--- src/rtl/fog_err_demod.sv ---
// Square-wave bias modulation generator and synchronous error demodulator for the closed-loop gyro.
// Integrates ADC samples over each half-period and emits the high-minus-low difference once per period.
module fog_err_demod #(
  parameter int ADC_W = 14,
  parameter int CNT_W = 16,
  parameter int ACC_W = 32
) (
  input  logic                    i_clk,
  input  logic                    i_rst,
  input  logic                    i_en,
  input  logic signed [ADC_W-1:0] i_adc,
  input  logic                    i_adc_vld,
  input  logic        [CNT_W-1:0] i_freq,
  input  logic        [CNT_W-1:0] i_ignore,
  input  logic                    i_polarity,
  output logic                    o_mod,
  output logic signed [ACC_W-1:0] o_err,
  output logic                    o_trig,
  output logic        [1:0]       o_state
);

  // Accumulator headroom: a full half-period of full-scale samples plus the final difference must fit.
  if (ADC_W + CNT_W + 1 >= ACC_W) begin : g_width_check
    $error("fog_err_demod: ACC_W too small for ADC_W + CNT_W + 1");
  end

  typedef enum logic [1:0] {
    IDLE = 2'd0,
    POS  = 2'd1,
    NEG  = 2'd2
  } state_t;

  state_t                    state;
  logic        [CNT_W-1:0]   cnt;
  logic        [CNT_W-1:0]   freq_l;
  logic        [CNT_W-1:0]   ign_l;
  logic                      pol_l;
  logic signed [ACC_W-1:0]   acc_h;
  logic signed [ACC_W-1:0]   acc_l;

  logic                      cfg_ok;
  logic                      last_clk;
  logic signed [ACC_W-1:0]   sample_ext;
  logic signed [ACC_W-1:0]   add_val;
  logic signed [ACC_W-1:0]   acc_l_fin;
  logic signed [ACC_W-1:0]   diff;

  assign cfg_ok     = (i_freq >= CNT_W'(2)) && (i_ignore < i_freq);
  assign last_clk   = (cnt == freq_l - CNT_W'(1));
  assign sample_ext = {{(ACC_W-ADC_W){i_adc[ADC_W-1]}}, i_adc};
  assign add_val    = (i_adc_vld && (cnt >= ign_l)) ? sample_ext : '0;
  // The last NEG clock's sample is folded in combinationally so the result leaves on the same edge.
  assign acc_l_fin  = acc_l + add_val;
  assign diff       = pol_l ? (acc_l_fin - acc_h) : (acc_h - acc_l_fin);
  assign o_state    = state;

  always_ff @(posedge i_clk) begin
    if (i_rst) begin
      state  <= IDLE;
      cnt    <= '0;
      freq_l <= '0;
      ign_l  <= '0;
      pol_l  <= 1'b0;
      acc_h  <= '0;
      acc_l  <= '0;
      o_mod  <= 1'b0;
      o_err  <= '0;
      o_trig <= 1'b0;
    end else begin
      o_trig <= 1'b0;
      case (state)
        IDLE: begin
          cnt   <= '0;
          acc_h <= '0;
          acc_l <= '0;
          if (i_en && cfg_ok) begin
            state  <= POS;
            o_mod  <= 1'b1;
            freq_l <= i_freq;
            ign_l  <= i_ignore;
            pol_l  <= i_polarity;
          end else begin
            o_mod <= 1'b0;
          end
        end

        POS: begin
          if (!i_en) begin
            state <= IDLE;
            o_mod <= 1'b0;
            cnt   <= '0;
            acc_h <= '0;
            acc_l <= '0;
          end else begin
            acc_h <= acc_h + add_val;
            if (last_clk) begin
              cnt   <= '0;
              state <= NEG;
              o_mod <= 1'b0;
            end else begin
              cnt <= cnt + CNT_W'(1);
            end
          end
        end

        NEG: begin
          if (!i_en) begin
            state <= IDLE;
            o_mod <= 1'b0;
            cnt   <= '0;
            acc_h <= '0;
            acc_l <= '0;
          end else if (last_clk) begin
            o_err  <= diff;
            o_trig <= 1'b1;
            cnt    <= '0;
            acc_h  <= '0;
            acc_l  <= '0;
            if (cfg_ok) begin
              state  <= POS;
              o_mod  <= 1'b1;
              freq_l <= i_freq;
              ign_l  <= i_ignore;
              pol_l  <= i_polarity;
            end else begin
              state <= IDLE;
              o_mod <= 1'b0;
            end
          end else begin
            acc_l <= acc_l_fin;
            cnt   <= cnt + CNT_W'(1);
          end
        end

        default: begin
          state <= IDLE;
          o_mod <= 1'b0;
          cnt   <= '0;
          acc_h <= '0;
          acc_l <= '0;
        end
      endcase
    end
  end

endmodule

--- config.mk ---
export PLATFORM = sky130hd
export DESIGN_NAME = fog_err_demod
export DESIGN_NICKNAME = d
export VERILOG_FILES = /design/src/rtl/fog_err_demod.sv
export SDC_FILE = /design/constraint.sdc
export NUM_CORES = 1
export LEC_CHECK = 0
export ABC_AREA = 1
export CORE_AREA = 2 2 163 165
export CTS_BUF_LIST = sky130_fd_sc_hd__clkbuf_8
export DETAILED_ROUTE_END_ITERATION = 10
export DIE_AREA = 0 0 165 167
export PLACE_DENSITY = 0.74
export SLEW_MARGIN = 5
export SYNTH_ARGS = -nofsm -noshare
export SYNTH_HDL_FRONTEND = slang
export SYNTH_SLANG_ARGS = --single-unit
--- constraint.sdc ---
create_clock -name i_clk -period 13.8 [get_ports i_clk]
set_input_delay 2.76 -clock i_clk [delete_from_list [all_inputs] [get_ports i_clk]]
set_output_delay 2.76 -clock i_clk [all_outputs]
set_load 0.1 [all_outputs]
==> flow_summary_export.csv <==
group,metric,value,unit
route,drc,0,
clocking,holdBufCountCts,0,
worst_setup_path,max_stage_delay,0.73,ns
final_layout,area_growth,11.24,%
clocking,clock-sinks,149,
synthesis,yosysSeqAreaShare,0.2142,
synthesis,yosys-top-cells-area,"dfxtp_1, ha_1, nand2_1",
placed_design,gp_congestion,0.9817,
timing,timing.final.crit_share,0.5812,
placed_design,io_buffers,86,
power_and_ir_drop,p_sw_frac,0.4554,
clocking,cts_setup_buffers,0,
timing,worstMarginPinSlew,1.063,ns
timing,timing.setup.tns,0,ns
synthesis,yosysWarnings,0,
final_layout,final_common_cell,"nand2_1",
synthesis,ys_types,63,
route,top_layer,"met4",
route,wl_met1,20160,um
worst_setup_path,path_class,"input pin to flip-flop",
power_and_ir_drop,combPwrFrac,0.485,
global_routing,grt-ovfl-total,0,
synthesis,yosysTopAreaCellShare,0.2142,
global_routing,grt_max_degree,72,
route,wl_met2,20190,um
timing,finalWorstPathRequiredPeriod,8.021,ns
worst_setup_path,rr_worst_depth,35,
clocking,cts_root_buffer,"clkbuf_8",
worst_setup_path,crit_required,14.21,ns
global_routing,grt_pass1_wl,71010,um
die,die_x,165,um
worst_setup_path,end_kind,"flip-flop",
min_path,min_path_type,"flip-flop to flip-flop",
power_and_ir_drop,ir_drop,0.00009289,V
worst_setup_path,worst_ep_arrival_time,8.43,ns
final_layout,fin_area,15490,um2
synthesis,synthesis.area,13930,um2
power_and_ir_drop,powerDensity,109.7,nW/um2
clocking,cts_resized,0,
timing,max_freq,0.1247,GHz
timing,worst_hold_slack,0.4662,ns
final_layout,layout_common_cells,"nand2_1, inv_1, a21oi_1",
timing,final-setup-viol-count,0,
worst_setup_path,slowest_stage,"clkdlybuf4s50_1",
final_layout,n_antenna_cell,0,
clocking,cts_tree,"yes",
power_and_ir_drop,p_switching,0.0007743,W
die,rows,59,
synthesis,synth_ff_type,"dfxtp_1",
power_and_ir_drop,p_int,0.0009259,W
timing,max_slew_margin,0.2890,
clocking,worstSkewPairLatency,0.49,ns
route,wl_per_cell,17.05,um
route,ant_nets,0,
min_path,holdPathStages,2,
synthesis,synthesis.instances,2161,
clocking,clockBufferDepth,2,
clocking,clkTransAtPathRegs,0.10,ns
final_layout,fin_nets,2435,
route,drt_wl_total,43930,um
timing,finalHoldViolCount,0,
route,drt_iter0_drc,1254,
route,met3WireLength,2329,um
die,core_area,25760,um2
clocking,htree_num_levels,4,
global_routing,antenna_found_initial,0,
die,initial_core_util,0.5406,
power_and_ir_drop,p_seq_frac,0.276,
final_layout,drive_gt1_frac,0.05085,
run,cap_violations,0,
synthesis,synth_edf_count,0,
placed_design,place_area,15040,um2
final_layout,final_util,0.6013,
die,chipHeight,167,um
timing,fin_worst_skew,0.02659,ns
global_routing,grtUsageTotal,0.3212,
power_and_ir_drop,clkPwrFrac,0.239,
die,dieArea,27560,um2
final_layout,n_fill_cell,2562,
synthesis,synth_nets,2367,
worst_setup_path,worstPathMaxFanout,10,
route,dr_total_vias,14710,
run_status,status,"finished, final reports clean",
synthesis,ys_ff_latch,149,
placed_design,dp_cells,2545,
clocking,numCtsBuffers,17,
timing,grt_setup_unrepaired,"no",
final_layout,stdcell_count,2577,
synthesis,yosysTopAreaCell,"dfxtp_1",
synthesis,async_reset_ff_frac,0,
synthesis,syn_avg_cell_area,6.445,um2
power_and_ir_drop,leakagePower,7.170,nW
die,ios,87,
timing,slew_viol_final,0,
route,dr.pass1.iters,6,
route,routed_via_density,5.707,
placed_design,dp.final_hpwl,35130,um
worst_setup_path,setup.worst_path.start_class,"input pin",
global_routing,grt_pass1_vias,14110,
[Yosys cell counts (all sizes together), types with 2 or more instances]
cell type,n
nand3,106
o211ai,14
nand3b,21
a22oi,3
clkbuf,26
a2111oi,2
xor2,43
o21a,14
a31oi,19
and2,3
a211oi,10
inv,288
o221a,4
ha,153
nor3,29
xnor2,24
dfxtp,149
nor4,9
o22ai,2
o211a,2
nand4,24
nor2,182
o21bai,8
fa,2
a221o,2
a221oi,2
a21boi,8
mux2i,4
o21ai,169
or2,12
nand2,505
a21o,5
nor3b,4
a21oi,286
buf,18
clkinv,3
[layer usage]
metal	vias up	global-route usage
met3	77	0.03512
met1	6785	0.4340
met2	472	0.5348
li1	7374	-
met5	-	0
met4	0	0.09830
[layout make-up]
class / count / area, um2 / share of cell area
Clock inverter: 14 / 203.9 / 0.01316
Sequential cell: 149 / 2983 / 0.1925
Tap cell: 335 / 419.2 / 0.02706
Multi-Input combinational cell: 1677 / 9630 / 0.6216
Timing Repair Buffer: 93 / 908.4 / 0.05863
Clock buffer: 18 / 247.7 / 0.01599
Inverter: 291 / 1100 / 0.07099
[worst paths after layout]
| path | from | end | slack (ns) |
|---|---|---|---|
| max reg2reg | cnt[0] | o_err[30] | 7.28 |
| min reg2reg | ign_l[14] | ign_l[14] | 0.47 |
| min | ign_l[14] | ign_l[14] | 0.47 |
| max | i_adc_vld | o_err[30] | 5.78 |
[per-stage QoR]
step / total power [W] / setup slack (ns)
final: 0.001700 / 5.779
after global routing: 0.001819 / 5.312
after CTS: 0.001690 / 5.867
after detailed placement: 0.001285 / 5.361
after global placement: 0.001277 / 5.314
after floorplan: 0.001084 / 6.099
[power groups by stage]
stage / Sequential (W) / Clock (W) / Combinational (W)
global placement: 0.000478 / 0 / 0.000800
finish: 0.000469 / 0.000406 / 0.000825
detailed placement: 0.000478 / 0 / 0.000806
global route: 0.000472 / 0.000428 / 0.000919
CTS: 0.000469 / 0.000410 / 0.000811
floorplan: 0.000488 / 0 / 0.000596
[flip-flops by register name, indices dropped and copies added, names as in the netlist]
| signal | cells |
|---|---|
| acc_h | 32 |
| ign_l | 16 |
| o_trig | 1 |
| o_state | 2 |
| freq_l | 16 |
| o_err | 32 |
| acc_l | 32 |
| cnt | 16 |
| o_mod | 1 |
| pol_l | 1 |
[kinds of logic (layout without fill, tap and decap cells)]
kind of cell    count (synthesis)  in the layout  share of synthesized area
mux                             4              4                   0.002875
fa+ha+maj                     155            155                     0.1403
compound gates                555            555                     0.2237
buf+inv                       335            416                    0.09514
xor+xnor                       67             67                    0.04213
simple gates                  896            896                     0.2816
flops                         149            149                     0.2142
[worst max-delay path: cells and delay by family]
kind            cells  cell delay [ns]
xor+xnor            1             0.17
simple gates       10             1.81
fa+ha+maj           2             0.75
compound gates      8             1.87
buf+inv             5             1.04
Power figures use the tool's default switching activity.
